## config.mk

```make
export PLATFORM = sky130hd
export DESIGN_NAME = pipe_hazard_ctrl
export DESIGN_NICKNAME = d
export VERILOG_FILES = /design/src/rtl/pipe_pkg.sv /design/src/rtl/sat_counter.sv /design/src/rtl/pipe_hazard_ctrl.sv
export SDC_FILE = /design/constraint.sdc
export NUM_CORES = 1
export LEC_CHECK = 0
export CAP_MARGIN = 20
export CORE_ASPECT_RATIO = 0.9
export CORE_MARGIN = 2
export CORE_UTILIZATION = 40
export CTS_CLUSTER_SIZE = 12
export DETAILED_ROUTE_END_ITERATION = 6
export GPL_TIMING_DRIVEN = 0
export SLEW_MARGIN = 20
export SYNTH_ARGS = -nofsm -noshare
export SYNTH_HDL_FRONTEND = slang
export SYNTH_SLANG_ARGS = --single-unit
```

## constraint.sdc

```tcl
create_clock -name CLK -period 2.5 [get_ports CLK]
set_clock_uncertainty 0.15 [all_clocks]
set_input_delay 0.25 -clock CLK [delete_from_list [all_inputs] [get_ports CLK]]
set_output_delay 0.25 -clock CLK [all_outputs]
set_load 0.05 [all_outputs]
```

## src/rtl/pipe_pkg.sv

```systemverilog
// Shared types and constants for the pipeline hazard controller.
// Register addresses are zero-extended to MAX_AW bits inside the scoreboard.
package pipe_pkg;

  localparam int MAX_AW = 8;
  localparam int FWD_RF = 0;
  localparam logic [MAX_AW-1:0] ZERO_REG = '0;

  typedef struct packed {
    logic              valid;
    logic [MAX_AW-1:0] dst;
    logic              regwrite;
    logic              load;
  } sb_entry_t;

  localparam sb_entry_t SB_EMPTY = '0;

  // Register 0 is hard-wired zero, so it never counts as a produced value.
  function automatic logic writes_reg(sb_entry_t e, logic [MAX_AW-1:0] r);
    return e.valid && e.regwrite && (e.dst == r) && (r != ZERO_REG);
  endfunction

endpackage

```

## src/rtl/sat_counter.sv

```systemverilog
// Event counter that sticks at all-ones instead of wrapping.
module sat_counter #(
  parameter int W = 16
) (
  input  logic         CLK,
  input  logic         RST,
  input  logic         inc,
  output logic [W-1:0] count
);

  always_ff @(posedge CLK or posedge RST) begin
    if (RST)
      count <= '0;
    else if (inc && (count != '1))
      count <= count + W'(1);
  end

endmodule

```

## src/rtl/pipe_hazard_ctrl.sv

```systemverilog
// Hazard, forwarding and branch-flush controller for a buffered five-stage datapath.
// A scoreboard mirrors every instruction between EX and WB.
module pipe_hazard_ctrl
  import pipe_pkg::*;
#(
  parameter int REG_AW   = 5,
  parameter int DEPTH    = 3,
  parameter int BR_STAGE = 2,
  parameter int FWD_EN   = 1,
  parameter int CNT_W    = 16
) (
  input  logic                     CLK,
  input  logic                     RST,
  input  logic                     id_valid,
  input  logic [REG_AW-1:0]        id_rs,
  input  logic [REG_AW-1:0]        id_rt,
  input  logic                     id_use_rs,
  input  logic                     id_use_rt,
  input  logic [REG_AW-1:0]        id_dst,
  input  logic                     id_regwrite,
  input  logic                     id_load,
  input  logic                     br_taken,
  output logic                     stall,
  output logic                     bubble,
  output logic                     flush_if_id,
  output logic [DEPTH-1:0]         flush_mask,
  output logic [$clog2(DEPTH)-1:0] fwd_a,
  output logic [$clog2(DEPTH)-1:0] fwd_b,
  output logic [CNT_W-1:0]         stall_cnt,
  output logic [CNT_W-1:0]         flush_cnt
);

  localparam int FW = $clog2(DEPTH);
  localparam logic [DEPTH-1:0] BR_MASK = DEPTH'((1 << BR_STAGE) - 1);

  sb_entry_t         sb [DEPTH];
  logic [MAX_AW-1:0] s0_rs, s0_rt;
  logic              s0_use_rs, s0_use_rt;

  logic [MAX_AW-1:0] rs_x, rt_x, dst_x;
  logic              hazard;
  logic              issue;

  assign rs_x  = MAX_AW'(id_rs);
  assign rt_x  = MAX_AW'(id_rt);
  assign dst_x = MAX_AW'(id_dst);

  // With forwarding only a load still in EX blocks; without it every producer does.
  // NOTE: every always_comb output gets a default first so no latch is inferred.
  always_comb begin
    hazard = 1'b0;
    for (int k = 0; k < DEPTH; k++) begin
      if ((FWD_EN == 0 || (k == 0 && sb[k].load)) &&
          ((id_use_rs && writes_reg(sb[k], rs_x)) ||
           (id_use_rt && writes_reg(sb[k], rt_x))))
        hazard = 1'b1;
    end
  end

  assign stall       = id_valid & hazard & ~br_taken;
  assign bubble      = stall;
  assign issue       = id_valid & ~stall & ~br_taken;
  assign flush_if_id = br_taken;
  assign flush_mask  = br_taken ? BR_MASK : '0;

  // Walk from the oldest stage down so the youngest producer wins; a load in
  // stage 1 is skipped because the load-use stall already separated it.
  always_comb begin
    fwd_a = FW'(FWD_RF);
    fwd_b = FW'(FWD_RF);
    if (FWD_EN != 0) begin
      for (int k = DEPTH - 1; k >= 1; k--) begin
        if (!(k == 1 && sb[k].load)) begin
          if (s0_use_rs && writes_reg(sb[k], s0_rs)) fwd_a = FW'(k);
          if (s0_use_rt && writes_reg(sb[k], s0_rt)) fwd_b = FW'(k);
        end
      end
    end
  end

  // NOTE: the scoreboard is a handful of flops, so every entry is reset, not just valid.
  // NOTE: state uses non-blocking assignments so all stages shift off the same old values.
  always_ff @(posedge CLK or posedge RST) begin
    if (RST) begin
      for (int k = 0; k < DEPTH; k++) sb[k] <= SB_EMPTY;
      s0_rs     <= ZERO_REG;
      s0_rt     <= ZERO_REG;
      s0_use_rs <= 1'b0;
      s0_use_rt <= 1'b0;
    end else begin
      for (int k = DEPTH - 1; k >= 1; k--)
        sb[k] <= (br_taken && (k - 1) < BR_STAGE) ? SB_EMPTY : sb[k-1];
      if (issue) begin
        sb[0]     <= '{valid: 1'b1, dst: dst_x, regwrite: id_regwrite, load: id_load};
        s0_rs     <= rs_x;
        s0_rt     <= rt_x;
        s0_use_rs <= id_use_rs;
        s0_use_rt <= id_use_rt;
      end else begin
        sb[0]     <= SB_EMPTY;
        s0_rs     <= ZERO_REG;
        s0_rt     <= ZERO_REG;
        s0_use_rs <= 1'b0;
        s0_use_rt <= 1'b0;
      end
    end
  end

  sat_counter #(.W(CNT_W)) u_stall_cnt (
    .CLK   (CLK),
    .RST   (RST),
    .inc   (stall),
    .count (stall_cnt)
  );

  sat_counter #(.W(CNT_W)) u_flush_cnt (
    .CLK   (CLK),
    .RST   (RST),
    .inc   (br_taken),
    .count (flush_cnt)
  );

endmodule
```

# After elaboration in Yosys (flattened, before gate mapping)
# Cells that the tools add are included.
[classes]
mux = 15
reduce_logical = 29
addsub = 2
eq_ne = 8
bitwise = 6
[op_table]
columns = ["operator", "n"]
rows = [
  ["2-to-1 mux 11 bit", 3],
  ["adder 16 x 1 -> 16 bit, second input constant", 2],
  ["equality test 8 bit", 4],
  ["inequality test 16 bit, second input constant", 2],
  ["nonzero test 8 bit", 4],
  ["logical AND 1 bit", 24],
  ["equality test 8 x 5 -> 1 bit", 2],
  ["2-to-1 mux 2 bit", 7],
  ["2-to-1 mux 5 bit", 2],
  ["AND 1 bit", 4],
  ["2-to-1 mux 1 bit", 3],
  ["NOT 1 bit", 2],
  ["logical OR 1 bit", 1],
]
[word_totals]
in_bits = 23
reg_bits = 82
word_cells = 77
out_inout_bits = 42

# Depth between registers and ports, before layout
[depth]
ltp_word = 13
mapped_depth = 8

# Modules after synthesis
# From an unflattened synthesis, not the netlist that was laid out.
[hier_totals]
cells_unflattened = 304
area_unflattened_um2 = 3414.5
[by_module_without_submodules]
columns = ["mod", "instances", "cells_each", "area_each_um2", "seq_area_each_um2"]
rows = [
  ["pipe_hazard_ctrl", 1, 162, 1803.0, 875.8],
  ["sat_counter", 2, 71, 805.8, 400.4],
]

# Worst setup path before layout
# OpenSTA, ideal clock, no wires.
[synth_path]
path_kind = "reg-to-output"
start = "register sb[11] (netlist bit)"
end = "output fwd_a[1]"
arrival_time_ps = 2928
setup_slack_ps = -828
required_time_ps = 2100
stages_incl_launch_ff = 5
cell_sequence = "dfrtp_1 -> and3b_1 -> nand4_1 -> nor4_1 -> nor3_1"
[synth_between]
elab_chain_len = 1
[synth_rtl]
columns = ["element", "line_no", "rtl"]
rows = [
  ["start, declared", "pipe_hazard_ctrl.sv:36", "sb_entry_t sb [DEPTH];"],
  ["start signal, assigned by index", "pipe_hazard_ctrl.sv:92", "sb[k] <= (br_taken && (k - 1) < BR_STAGE) ? SB_EMPTY : sb[k-1];"],
  ["2-to-1 mux 2 bit", "pipe_hazard_ctrl.sv:73", "if (!(k == 1 && sb[k].load)) begin"],
  ["end, declared", "pipe_hazard_ctrl.sv:27", "output logic [$clog2(DEPTH)-1:0] fwd_a,"],
]
# No other way between the ends.

# Final worst setup path
[layout_path]
start = "input id_rt[0]"
end = "output stall"
[layout_between]
elab_chain_len = 9
elab_cells_between_ends = 10
[layout_rtl]
columns = ["element", "line_no", "rtl"]
rows = [
  ["start, declared", "pipe_hazard_ctrl.sv:16", "input logic [REG_AW-1:0] id_rt,"],
  ["equality test 8 x 5 -> 1 bit", "pipe_pkg.sv:20", "return e.valid && e.regwrite && (e.dst == r) && (r != ZERO_REG);"],
  ["logical AND 1 bit", "pipe_pkg.sv:20", ""],
  ["logical AND 1 bit (*)", "pipe_pkg.sv:20", ""],
  ["logical AND 1 bit (*)", "pipe_hazard_ctrl.sv:55", "(id_use_rt && writes_reg(sb[k], rt_x))))"],
  ["logical OR 1 bit (*)", "pipe_hazard_ctrl.sv:54", "((id_use_rs && writes_reg(sb[k], rs_x)) ||"],
  ["logical AND 1 bit (*)", "pipe_hazard_ctrl.sv:53", "if ((FWD_EN == 0 || (k == 0 && sb[k].load)) &&"],
  ["2-to-1 mux 1 bit (*)", "pipe_hazard_ctrl.sv:53", ""],
  ["AND 1 bit (*) (2 in a row)", "pipe_hazard_ctrl.sv:60", "assign stall = id_valid & hazard & ~br_taken;"],
  ["end, declared", "pipe_hazard_ctrl.sv:23", "output logic stall,"],
]
# Mark *: on every way between the ends. The rest lies on a longest branch, timed or not.

==> results.md <==
Power:
- The power consumption is 2.62 mW.
- For this design the static power due to leakage is 1.98 nW.
- Power spread over the standard cell area amounts to 621 mW/mm2.
- The maximum vdd drop is 929 uV.

Flow run:
- The tool flagged a number of max-cap violations equal to 0.

GRT:
- Across every metal layer, demand over resource in global routing totals 0.170.
- The number of global-route vias before repair is 2,284.
- Entering global routing, the biggest net connects 58 pins.
- The first global-routing pass estimated 11,300 um of wire.
- The number of antenna violations at the first check in global routing is 0.
- The residual overflow from global routing is 0.

Critical path:
- STA classifies the critical path startpoint as an input port.
- The cell count of the worst reg-to-reg path is 8.
- The endpoint of the most critical register-to-register path is u_stall_cnt.count[6].
- The largest fanout of any net on the critical path is 3.
- The sort of element at the end of the critical path is an output port.
- Data on the critical path arrives at its endpoint at between 2 and 2.5 ns.
- The required time reported for the critical path endpoint is 2.10 ns.
- The worst flop-to-flop path startpoint is u_stall_cnt.count[0].
- The slack of the worst reg-to-reg path is 0.20 ns.
- The setup path with the least slack is of type in -> out.

Clocking:
- The maximum buffer depth of the clock tree is 2.
- The clock latency on the worst-skew pair is 0.34 ns.
- TritonCTS built the clock tree.
- The sink count of the clock tree is 67.
- The root buffer cell is sky130_fd_sc_hd__clkbuf_8.
- The register clock-pin slew on the reported worst setup and hold paths is 0.08 ns.
- The count of H-tree levels built during CTS is 3.
- TritonCTS created 9 clock buffers.

Floorplan:
- The total I/O pin count is 65.
- The number of rows created at floorplan is 30.
- For this configuration, the core starts out at a cell density of 0.417.
- The area of the placeable core is 0.00762 mm2.
- The die is 88.6 um tall.
- In this run the horizontal extent of the chip is 98.0 um.
- The area of the die is 0.00867 mm2.

Min path:
- The critical hold path startpoint is id_rt[1].
- The worst hold-check path type is in -> reg.
- Along the worst hold path, the cell count comes to 2.
- The end of the worst hold path is s0_rt[1].

Layout:
- The final design area excluding fillers is 0.00422 mm2.
- The number of nets in the finished design is around 390.
- The final antenna diode count is 0.
- The library cells used most frequently in the layout, excluding fill and tap cells, are 67 x sky130_fd_sc_hd__dfrtp_1, 54 x sky130_fd_sc_hd__clkdlybuf4s50_1, 29 x sky130_fd_sc_hd__xor2_1, 28 x sky130_fd_sc_hd__and3_1, 26 x sky130_fd_sc_hd__xnor2_1.
- The most frequent standard cell in the layout excluding fill and tap cells is sky130_fd_sc_hd__dfrtp_1.
- The share of final-layout standard cells stronger than drive strength 1 is 0.163.
- The area added between synthesis and finish is 32.9%.

Synthesis:
- The post-synthesis xor/xnor area fraction is 0.154.
- The number of nets in the synthesized netlist is 310.
- Each instance of the synthesized netlist takes up on average between 10 and 15 um2.
- The cell area after synthesis is around 0.0032 mm2.
- The share of synthesized area in the top cell type comes to 0.528.
- The number of different library cells used by synthesis comes to 36.
- sky130_fd_sc_hd__dfrtp_1 takes more of the synthesized area than any other cell.
- Ranked by total cell area, the synthesized netlist is headed by sky130_fd_sc_hd__dfrtp_1 53%, sky130_fd_sc_hd__xor2_1 8.0%, sky130_fd_sc_hd__xnor2_1 7.4%.
- The multiplexer share of the synthesized area is 0.00709.
- The synthesized netlist cell count is 285.
- Yosys printed 0 warnings.
- Of the total synthesized cell area, the portion taken by full adders, half adders and majority gates is 0.00787.
- The fraction of the mapped netlist area in simple logic gates is 0.231.
- Counting flops with a built-in enable in the synthesized netlist gives 0.
- The most used flip-flop cell after synthesis is sky130_fd_sc_hd__dfrtp_1.
- The synthesized design contains 67 register bits.
- The post-synthesis compound-gate area fraction is 0.0386.
- The fraction of registers with async set/reset is 1.00.
- The fraction of the yosys area taken by sequential cells is 0.528.
- By area, the combinational part of the netlist is dominated by simple AND/OR/NAND/NOR gates.

Placement:
- The congestion estimate from routability-driven global placement came to 0.848.
- After detailed placement, the total cell area comes to roughly 0.0040 mm2.
- Input and output buffers added on the ports amount to 63.
- The placed wire-length estimate is 5040 um.
- The worst slack at placement is -0.618 ns.

STA:
- The share of the cycle needed by the critical path after routing is 0.963.
- The relative slew slack is 0.658.
- Based on the critical path, the design can be clocked at up to 0.415 GHz.
- The time the worst path needs with I/O delays and setup is 2.41 ns.
- Setup violations remaining at the end of the flow were counted as 0.
- Setup repair after global routing could not meet its margin everywhere.
- The worst path meets setup with 0.0916 ns of slack.
- The number of failing hold endpoints at the final stage is 0.
- At the pin with the least slew margin, the transition time is 0.508 ns.
- The final setup TNS is 0 ns.
- The number of pins exceeding their max-slew limit in the final report is 0.

Outcome:
- The flow ran to the end, and the final reports show no timing, DRC or antenna violations.

Drt:
- After detailed routing, the average wire length per cell comes to 14.7 um.
- The detailed router finished its first iteration with 63 violations.
- For this run, design rule violations remaining after detail routing come to 0.
- In the routed layout, each cell is associated on average with a via count of 4.85.
- The routed design has 6800 um of wire.
- The residual antenna-violating net count after detailed routing is 0.
- The number of search-and-repair iterations in the first detailed-routing pass is 4.
- The via count is 2,251.
[cell usage after synthesis (2+ instances only)]
| master | number |
|---|---|
| sky130_fd_sc_hd__a21oi_1 | 3 |
| sky130_fd_sc_hd__nor3_1 | 4 |
| sky130_fd_sc_hd__nand2_1 | 16 |
| sky130_fd_sc_hd__clkbuf_1 | 7 |
| sky130_fd_sc_hd__or4_1 | 3 |
| sky130_fd_sc_hd__nand3_1 | 13 |
| sky130_fd_sc_hd__inv_1 | 6 |
| sky130_fd_sc_hd__nor2_2 | 2 |
| sky130_fd_sc_hd__o21ai_0 | 5 |
| sky130_fd_sc_hd__ha_1 | 2 |
| sky130_fd_sc_hd__nor2b_1 | 17 |
| sky130_fd_sc_hd__nor2_1 | 9 |
| sky130_fd_sc_hd__and2_1 | 4 |
| sky130_fd_sc_hd__xnor2_1 | 27 |
| sky130_fd_sc_hd__buf_4 | 5 |
| sky130_fd_sc_hd__and4_1 | 2 |
| sky130_fd_sc_hd__nor3_2 | 4 |
| sky130_fd_sc_hd__nor4_1 | 9 |
| sky130_fd_sc_hd__nand4_1 | 9 |
| sky130_fd_sc_hd__dfrtp_1 | 67 |
| sky130_fd_sc_hd__and3_1 | 28 |
| sky130_fd_sc_hd__xor2_1 | 29 |
[layout make-up]
type                            instances  area (um2)
Buffer                                 13        80.1
Fill cell                             697        3400
Inverter                                6        25.0
Tap cell                               96         120
Clock buffer                            9         124
Timing Repair Buffer                   67         677
Sequential cell                        67        1680
Clock inverter                          7        51.3
Multi-Input combinational cell        199        1470
[flip-flops by register name (all words and copies together), names as in the netlist]
signal / count
sb: 23
u_flush_cnt.count: 16
u_stall_cnt.count: 16
s0_rs: 5
s0_rt: 5
s0_use_rs: 1
s0_use_rt: 1
[metrics by stage]
stage / hold slack, ns / util / cells
floorplan: 0.253 / - / 285
global placement: 0.317 / 0.519 / 444
detailed placement: 0.338 / 0.523 / 445
CTS: 0.207 / 0.548 / 463
global route: 0.128 / 0.554 / 464
finish: 0.129 / 0.554 / 464
[power breakdown]
part           total [mW]  leakage, nW  internal, mW  switching [mW]
clock               0.794       0.0860         0.364           0.430
sequential           1.25        0.894          1.16          0.0967
combinational       0.576         1.00         0.228           0.348
total                2.62         1.98          1.75           0.875
[worst max-delay path, stage by stage]
cell and delay, ns:
sky130_fd_sc_hd__clkdlybuf4s50_1 0.57, sky130_fd_sc_hd__xnor2_1 0.14, sky130_fd_sc_hd__nand4_1 0.16, sky130_fd_sc_hd__a2111oi_4 0.34
sky130_fd_sc_hd__nor2_2 0.09, sky130_fd_sc_hd__nor2b_2 0.18, sky130_fd_sc_hd__buf_4 0.14, sky130_fd_sc_hd__buf_6 0.14
[what timing repair did]
item,in CTS,in global routing
resized for setup,34,12
hold buffers,1,0
hold endpoints to repair,7,0
pin swaps,2,3
gates cloned,0,0
buffers inserted,1,1
endpoints found under the setup margin,6,5
[per-layer routing]
layer | up-vias | track usage | part of all wire
li1 | 1135 | - | -
met1 | 1059 | 0.219 | 0.47
met2 | 46 | 0.275 | 0.48
met3 | 11 | 0.0498 | 0.040
met4 | 0 | 0.0619 | 0.017
met5 | - | 0 | 0
[how the worst max path moves through the flow]
stage               startpoint        to  slack, ns  cells after the start
finish                id_rt[0]     stall       0.09                      8
global route            sb[27]     stall      -0.01                      7
CTS                   s0_rt[1]  fwd_b[0]       0.02                      4
detailed placement    br_taken     stall      -0.62                      6
global placement           RST    sb[12]      -0.76                      2
floorplan             s0_rs[1]  fwd_a[1]      0.007                      4
[logic make-up after synthesis]
family          count (synthesis)
simple gates                  125
flops                          67
xor+xnor                       56
buf+inv                        19
compound gates                 13
fa+ha+maj                       2
mux                             2
other cells                     1
No activity file was read; power rests on OpenSTA's default activity.
